$ cat config.mk
export PLATFORM = sky130hd
export DESIGN_NAME = chacha_stream_ctrl
export DESIGN_NICKNAME = d
export VERILOG_FILES = /design/src/rtl/chacha_stream_pkg.sv /design/src/rtl/chacha_block_buf.sv /design/src/rtl/chacha_stream_ctrl.sv
export SDC_FILE = /design/constraint.sdc
export NUM_CORES = 1
export LEC_CHECK = 0
export BUFFER_PORTS_ARGS = -buffer_cell sky130_fd_sc_hd__buf_4
export CAP_MARGIN = 20
export CELL_PAD_IN_SITES_DETAIL_PLACEMENT = 0
export CELL_PAD_IN_SITES_GLOBAL_PLACEMENT = 1
export CORE_AREA = 2 2 429 431
export DETAILED_ROUTE_END_ITERATION = 10
export DIE_AREA = 0 0 431 433
export MAX_ROUTING_LAYER = met4
export PLACE_DENSITY = 0.43
export SLEW_MARGIN = 30
export SYNTH_ARGS = -nofsm -noshare
export SYNTH_HDL_FRONTEND = slang
export SYNTH_HIERARCHICAL = 1
export SYNTH_SLANG_ARGS = --single-unit
$ cat constraint.sdc
create_clock -name clk -period 4.9 [get_ports clk]
set_clock_uncertainty 0.05 [all_clocks]
set_input_delay 0.49 -clock clk [delete_from_list [all_inputs] [get_ports clk]]
set_output_delay 0.49 -clock clk [all_outputs]
set_load 0.05 [all_outputs]
$ cat src/rtl/chacha_stream_pkg.sv
// Shared widths, FSM state codes and block slicing helper for the ChaCha stream sequencer.
// The optional counters are enabled with CHACHA_STREAM_CTRL_PERF_EN in chacha_stream_ctrl.
package chacha_stream_pkg;

    localparam int WORD_W          = 32;
    localparam int BLOCK_W         = 512;
    localparam int WCNT_W          = 4;
    localparam int TIMEOUT_W       = 10;
    localparam int WORDS_PER_BLOCK = 16;

    typedef logic [2:0] state_t;

    localparam state_t ST_IDLE  = 3'd0;
    localparam state_t ST_FILL  = 3'd1;
    localparam state_t ST_START = 3'd2;
    localparam state_t ST_WAIT  = 3'd3;
    localparam state_t ST_DRAIN = 3'd4;

    // Word 0 of a block lives in the most significant 32 bits.
    function automatic int word_msb(input int idx);
        return BLOCK_W - 1 - idx * WORD_W;
    endfunction

endpackage

$ cat src/rtl/chacha_block_buf.sv
// 16x32 block register file: word writes from the input stream, whole-block loads from the core,
// clear, word-indexed read and a packed 512-bit view with word 0 in the MSBs.
module chacha_block_buf
    import chacha_stream_pkg::*;
(
    input  logic               clk,
    input  logic               reset_n,
    input  logic               clear,
    input  logic               load,
    input  logic [BLOCK_W-1:0] load_data,
    input  logic               wr_en,
    input  logic [WCNT_W-1:0]  wr_idx,
    input  logic [WORD_W-1:0]  wr_data,
    input  logic [WCNT_W-1:0]  rd_idx,
    output logic [WORD_W-1:0]  rd_data,
    output logic [BLOCK_W-1:0] block
);

    logic [WORD_W-1:0] mem [WORDS_PER_BLOCK];

    // Clear wins over load, load over word write; the sequencer never asserts two at once.
    always_ff @(posedge clk) begin
        if (!reset_n || clear) begin
            for (int i = 0; i < WORDS_PER_BLOCK; i++) begin
                mem[i] <= '0;
            end
        end else if (load) begin
            for (int i = 0; i < WORDS_PER_BLOCK; i++) begin
                mem[i] <= load_data[word_msb(i) -: WORD_W];
            end
        end else if (wr_en) begin
            mem[wr_idx] <= wr_data;
        end
    end

    assign rd_data = mem[rd_idx];

    for (genvar g = 0; g < WORDS_PER_BLOCK; g++) begin : g_pack
        assign block[word_msb(g) -: WORD_W] = mem[g];
    end

endmodule

$ cat src/rtl/chacha_stream_ctrl.sv
// Streams 32-bit words through the ChaCha core: fill a block, pulse init/next, wait, drain.
// Define CHACHA_STREAM_CTRL_PERF_EN to add the perf_blocks/perf_stall counters.
module chacha_stream_ctrl
    import chacha_stream_pkg::*;
#(
    parameter int unsigned WAIT_TIMEOUT = 1023
) (
    input  logic               clk,
    input  logic               reset_n,
    input  logic               msg_start,
    input  logic               in_valid,
    output logic               in_ready,
    input  logic [WORD_W-1:0]  in_data,
    input  logic               in_last,
    output logic               out_valid,
    input  logic               out_ready,
    output logic [WORD_W-1:0]  out_data,
    output logic               out_last,
    output logic               core_init,
    output logic               core_next,
    output logic [BLOCK_W-1:0] core_data_in,
    input  logic               core_ready,
    input  logic [BLOCK_W-1:0] core_data_out,
    input  logic               core_data_out_valid,
    output logic               busy,
    output logic               error
`ifdef CHACHA_STREAM_CTRL_PERF_EN
    ,
    output logic [31:0]        perf_blocks,
    output logic [31:0]        perf_stall
`endif
);

    // Handshakes: a word moves on a rising clk edge where valid & ready are both high;
    // the producer holds data/last stable while valid & !ready.

    state_t               state;
    logic [WCNT_W-1:0]    wcnt;
    logic [WCNT_W-1:0]    rcnt;
    logic [WCNT_W-1:0]    last_idx;
    logic                 last_blk;
    logic                 first_blk;
    logic                 wait_first;
    logic [TIMEOUT_W-1:0] tcnt;

    logic in_hs;
    logic start_go;
    logic wait_done;
    logic wait_to;
    logic drain_hs;
    logic drain_end;
    logic buf_clear;
    logic msg_go;

    assign msg_go    = (state == ST_IDLE) & msg_start;
    assign in_ready  = (state == ST_FILL);
    assign in_hs     = in_ready & in_valid;
    assign start_go  = (state == ST_START) & core_ready;
    assign core_init = start_go & first_blk;
    assign core_next = start_go & ~first_blk;

    // The core lowers core_ready one cycle after the pulse, so the first WAIT cycle is skipped.
    assign wait_done = (state == ST_WAIT) & ~wait_first & core_ready & core_data_out_valid;
    assign wait_to   = (state == ST_WAIT) & ~wait_done & (tcnt == TIMEOUT_W'(WAIT_TIMEOUT));

    assign out_valid = (state == ST_DRAIN);
    assign out_last  = out_valid & last_blk & (rcnt == last_idx);
    assign drain_hs  = out_valid & out_ready;
    assign drain_end = drain_hs & (rcnt == last_idx);
    assign busy      = (state != ST_IDLE);

    assign buf_clear = msg_go | wait_to | (drain_end & ~last_blk);

    chacha_block_buf u_buf (
        .clk       (clk),
        .reset_n   (reset_n),
        .clear     (buf_clear),
        .load      (wait_done),
        .load_data (core_data_out),
        .wr_en     (in_hs),
        .wr_idx    (wcnt),
        .wr_data   (in_data),
        .rd_idx    (rcnt),
        .rd_data   (out_data),
        .block     (core_data_in)
    );

    always_ff @(posedge clk) begin
        if (!reset_n) begin
            state      <= ST_IDLE;
            wcnt       <= '0;
            rcnt       <= '0;
            last_idx   <= '0;
            last_blk   <= 1'b0;
            first_blk  <= 1'b1;
            wait_first <= 1'b0;
            tcnt       <= '0;
            error      <= 1'b0;
        end else begin
            case (state)
                ST_IDLE: begin
                    if (msg_start) begin
                        state     <= ST_FILL;
                        first_blk <= 1'b1;
                        error     <= 1'b0;
                        wcnt      <= '0;
                    end
                end
                ST_FILL: begin
                    if (in_hs) begin
                        wcnt <= wcnt + 1'b1;
                        // in_last on the 16th word closes a full block, never a 17th slot.
                        if (wcnt == WCNT_W'(WORDS_PER_BLOCK - 1) || in_last) begin
                            state    <= ST_START;
                            last_idx <= wcnt;
                            last_blk <= in_last;
                        end
                    end
                end
                ST_START: begin
                    if (core_ready) begin
                        state      <= ST_WAIT;
                        first_blk  <= 1'b0;
                        tcnt       <= '0;
                        wait_first <= 1'b1;
                    end
                end
                ST_WAIT: begin
                    wait_first <= 1'b0;
                    if (wait_done) begin
                        state <= ST_DRAIN;
                        rcnt  <= '0;
                    end else if (wait_to) begin
                        state <= ST_IDLE;
                        error <= 1'b1;
                    end else begin
                        tcnt <= tcnt + 1'b1;
                    end
                end
                ST_DRAIN: begin
                    if (drain_end) begin
                        if (last_blk) begin
                            state <= ST_IDLE;
                        end else begin
                            state <= ST_FILL;
                            wcnt  <= '0;
                        end
                    end else if (drain_hs) begin
                        rcnt <= rcnt + 1'b1;
                    end
                end
                default: begin
                    state <= ST_IDLE;
                end
            endcase
        end
    end

`ifdef CHACHA_STREAM_CTRL_PERF_EN
    always_ff @(posedge clk) begin
        if (!reset_n || msg_go) begin
            perf_blocks <= '0;
            perf_stall  <= '0;
        end else begin
            if (drain_end && perf_blocks != '1) begin
                perf_blocks <= perf_blocks + 1'b1;
            end
            if (out_valid && !out_ready && perf_stall != '1) begin
                perf_stall <= perf_stall + 1'b1;
            end
        end
    end
`endif

endmodule

== After elaboration in Yosys (flattened, before gate mapping) ==
Memories as Yosys holds them, arrays and structs flattened. A register that Yosys moved wholly into a read port is not among the register bits.
Index checks and enable logic that the tools add are counted.
Widths: inputs -> output; s select.

* Flip-flop bits (word level): 29
* Bits in latches: 0
* RAM bits: 512
* ROM bits: 0
* Output and inout port bits: 551
* Logic and storage cells: 150
* Memories: 1

* Add/subtract/negate cells: 3
* $mul: 0
* Divide/modulo/power cells: 0
* $lt $le $gt $ge: 0
* Equality and inequality tests: 20
* Shift-type cells: 0
* Mux-type cells: 61
* Bitwise gates (word level): 37
* Reductions and logical operators: 19

{| class="wikitable"
|+ Memories
! name !! depth !! width !! rd ports !! clocked after memory_dff !! wr ports !! RTL line !! source
|-
| u_buf.mem || 16 || 32 || 17 || 1 || 16 || chacha_block_buf.sv:19 || <nowiki>logic [WORD_W-1:0] mem [WORDS_PER_BLOCK];</nowiki>
|}

{| class="wikitable"
|+ Operators by type and width
! cell !! number
|-
| $mux 32 || 17
|-
| $mux 4 || 10
|-
| $reduce_or 32->1 || 1
|-
| $mux 10 || 3
|-
| $mux 3 || 7
|-
| $pmux 10 s2 || 1
|-
| $or 1x1->1 || 18
|-
| $mux 1 || 17
|-
| $ne 2x2->1 const B || 8
|-
| $and 1x1->1 || 15
|-
| $pmux 3 s5 || 1
|-
| $pmux 4 s3 || 1
|-
| $reduce_and 4->1 || 3
|-
| $add 10x1->10 const B || 1
|-
| $eq 10x10->1 const B || 1
|-
| $add 4x1->4 const B || 2
|-
| $ne 2x1->1 const B || 4
|-
| $pmux 4 s2 || 1
|-
| $reduce_bool 2->1 || 4
|-
| $eq 3x2->1 const B || 2
|-
| $pmux 1 s2 || 3
|-
| $reduce_and 3->1 || 2
|-
| $reduce_and 6->1 || 1
|-
| $reduce_bool 3->1 || 2
|-
| other kinds (11) || 15
|}

== Depth between registers and ports, before layout ==
* Depth in word-level cells: 14
* Mapped depth: 11

== Cells and area by module ==
The synthesis kept the hierarchy.

{| class="wikitable"
|+ By module, submodules not included
! module !! instances !! cells each !! area each (um^2) !! sequential area each (um^2)
|-
| chacha_block_buf || 1 || 1736 || 26152.6 || 15374.7
|-
| chacha_stream_ctrl || 1 || 187 || 1555.2 || 580.6
|}

== Worst setup path after synthesis ==
No wires, ideal clock.

* Path kind: reg2reg
* Start point: register state[0]
* End point: memory u_buf.mem[8][0], enable pin
* Data arrival time: 4.585 ns
* Setup slack: -0.201 ns
* Cell stages (with the launch flop): 9
* Path buffers: 2
* Cells stage by stage: dfxtp_1 > buf_2 > nor3b_2 > nand2_1 > inv_2 > and4bb_1 > buf_4 > nand3_1 > o21ai_0

{| class="wikitable"
|+ RTL lines
! what !! RTL line !! source
|-
| start, declared || chacha_stream_ctrl.sv:37 || <nowiki>state_t state;</nowiki>
|-
| start signal, assigned || chacha_stream_ctrl.sv:90 || <nowiki>state <= ST_IDLE;</nowiki>
|-
| start signal, assigned || chacha_stream_ctrl.sv:103 || <nowiki>state <= ST_FILL;</nowiki>
|-
| start signal, assigned || chacha_stream_ctrl.sv:114 || <nowiki>state <= ST_START;</nowiki>
|-
| end, declared || chacha_block_buf.sv:19 ||
|}

==> impl_results.md <==
- Final Hold Viols: 0
- Count of final setup violators: 0
- Synth Register Bits: 541
- DRT Pass-1 Iters: 6
- DRT iter0 DRCs: 2365
- Port bufs: between 1000 and 1500
- Pin count of the biggest net entering global routing: around 140
- Area leader, netlist: edfxtp_1
- Slew headroom: 37.9%
- Number of global-route vias before repair: approximately 26000
- Clock Tree Buf Depth: 3
- Hold Slack: 0.0654 ns
- WL final: between 200000 and 250000 um
- DP Area: roughly 40000 sq um
- H-tree depth: 3
- Final Cycle Share: 83.6%
- Buf/Inv on CP: 2
- Slowest cell on the critical path: a22oi_1
- Root Driver: clkbuf_16
- Startpoint types: flop
- Worst Path Required: around 4.4 ns
- Synthesis Warnings: 6
- Pre-CTS setup slack: 0.932 ns
- Post-DP HPWL: 162000 um
- P&R area growth vs syn: 58.2%
- CP Class: flop to primary output
- TritonCTS clock tree: yes
- Nets: ~3700
- DRC viols: 0
- RSZ-0062 raised after global routing: false
- Clock period minus worst slack: between 4 and 5 ns
- First-pass GRT wire length: between 200000 and 300000 um
- Pleak: approximately 18 nW
- Sinks on Clock Net: 541
- Count of cell types in the netlist: 60
- Core Region: between 150000 and 200000 sq um
- Setup slack, reg-to-reg: around 0.95 ns
- Initial Util: between 15 and 20%
- Final worst slack: ~0.8 ns
- Die W: between 400 and 500 um
- Filler Cells Inserted: 19400
- Hold Crit Class: input pin to flop
- Global route overflow: 0
- Pwr dens: 505 nW/um^2
- Avg Synthesized Cell Area: around 14 sq um
- Multi-input combinational cell area: between 10000 and 15000 sq um
- Layout cells sized above 1: a little under half
- # Post-CTS Setup Buffers: 0
- CP cell instances: buf_4 -> mux4_2 -> a22oi_1 -> nand2_1 -> buf_4
- Critical path's top delay family: buffers and inverters
- Via count: 25400
- Final Max Tran Viols: 0
- Avg Vias per Cell: ~4.5
- Ports: approximately 1100
- Worst-skew pair later-pin latency: between 0.6 and 0.7 ns
- Drt wl/cell: between 30 and 40 um
- Critical Path AT: between 3 and 4 ns
- Antenna violations before repair: 56
- ANT nets after route: 0
- Maximum clock frequency: 244 MHz
- Syn_nets: about 2500
- Design Area, Final: 43800 sq um
- Die area: about 190000 sq um
- Mapped Area: about 28000 sq um
- Top cells by area, synth: edfxtp_1 (55%), mux4_2 (10%), a32o_1 (9.2%)
- GPL Wtd Cong: between 0.9 and 1
- FP Rows: about 160
- CP peak stage delay: just under 0.6 ns
- Synth Flop Type: edfxtp_1
- Post-Synthesis Cells: between 1500 and 2000
- Critical Path Sink Type: primary output
- Clock-pin slew on the worst setup and hold paths: approximately 0.060 ns
- Worst Path Max Fanout: 30
- EDFF count, synth: 512
- Worst Tran Pin Value: ~0.93 ns
- Die Ht: around 430 um
- Max Cap Viol: 0
- Worst vdd ir: roughly 0.24 mV
- Ys async rst share: 0%
- Sequential share of the synthesized area: roughly 58%
- Total GRT Usage: approximately 22%
- Share of the synthesized area in the top cell type: between 50 and 60%
- Final core occ: 24.1%
- Most Frequent Cell on Critical Path: buf_4
- FF+latch area: 16000 sq um
- Outcome: completed
- Num CTS Buffers: 77
==> cells in the final DEF, fill, tap and decap left out, types with 25 or more instances in the layout <==
| cell | instances |
|---|---|
| a22o_1 | 65 |
| a22oi_1 | 65 |
| a32o_1 | 256 |
| buf_12 | 25 |
| buf_4 | 1151 |
| clkbuf_16 | 81 |
| dfxtp_1 | 27 |
| diode_2 | 37 |
| dlygate4sd3_1 | 222 |
| edfxtp_1 | 512 |
| inv_1 | 38 |
| mux2i_1 | 198 |
| mux4_2 | 128 |
| nand2_1 | 248 |
==> final timing paths <==
path / start / depth (start not counted) / end
worst max register to register: state[0]$_SDFFE_PN0P_ / 7 / u_buf/mem[2][8]$_DFFE_PP_
worst min register to register: first_blk$_SDFFE_PN1P_ / 1 / first_blk$_SDFFE_PN1P_
worst min-delay path: core_data_out[487] / 2 / u_buf/mem[0][7]$_DFFE_PP_
worst max-delay path: rcnt[1]$_SDFFE_PN0P_ / 5 / out_data[22]
==> stage by stage <==
step	cells	power, mW	setup TNS [ns]
floorplan	1923	12.1	-49.90
global placement	5263	16.5	0
detailed placement	5266	16.5	0
CTS	5627	22.4	0
global route	5661	22.7	0
finish	5664	22.1	0
==> area by class of cell <==
type	instances	area share (%)
Timing Repair Buffer	1400	26.0
Clock inverter	39	0.756
Antenna cell	37	0.211
Inverter	41	0.357
Sequential cell	541	36.4
Clock buffer	100	4.81
Tap cell	2385	6.81
Multi-Input combinational cell	1121	24.6
==> where the power goes <==
part	internal, mW	leakage [nW]	switching, mW
sequential	6.42	5.77	1.03
clock	3.25	1.19	2.43
combinational	2.46	11.5	6.55
==> synthesized netlist by cell type (all sizes together), types with 2 or more instances <==
cell type / instances
and3: 2
nand3b: 3
nor2b: 12
o21ai: 22
o211ai: 3
a21boi: 2
mux2i: 198
a22oi: 65
inv: 41
ha: 3
or2: 2
nand3: 15
nor3: 7
nand4: 9
clkbuf: 100
nor3b: 2
nor2: 17
xor2: 5
mux4: 128
a22o: 65
xnor2: 5
nand2: 254
a21oi: 11
nand4bb: 2
a32o: 256
nor4: 2
and2: 5
edfxtp: 512
nand2b: 5
dfxtp: 29
or3: 6
buf: 120
==> metal layers <==
metal  part of all wire (%)  wire length, um  global-route usage [%]  vias to the layer above
met5                      0                0                       -                        -
met4                    2.6             5520                    6.49                        0
met3                    6.3            13200                    4.27                      227
met2                     53           112000                    39.4                     1284
met1                     38            81000                    25.4                    13400
li1                       -                -                       -                    10500
==> timing repair <==
item                                   4_1_cts  5_1_grt
hold buffers                               222        0
resized for setup                            0        0
endpoints found under the hold margin      222        0
==> cell families after synthesis <==
group,synth area share (%)
simple gates,6.12
mux,17.6
compound gates,14.1
xor+xnor,0.316
buf+inv,4.15
fa+ha+maj,0.135
flops,57.6
==> state kept, by name, summed over array words and instances (netlist names) <==
signal      flops
u_buf/mem     512
tcnt           10
last_idx        4
rcnt            4
wcnt            4
state           3
error           1
first_blk       1
last_blk        1
wait_first      1
Power figures use the tool's default switching activity.
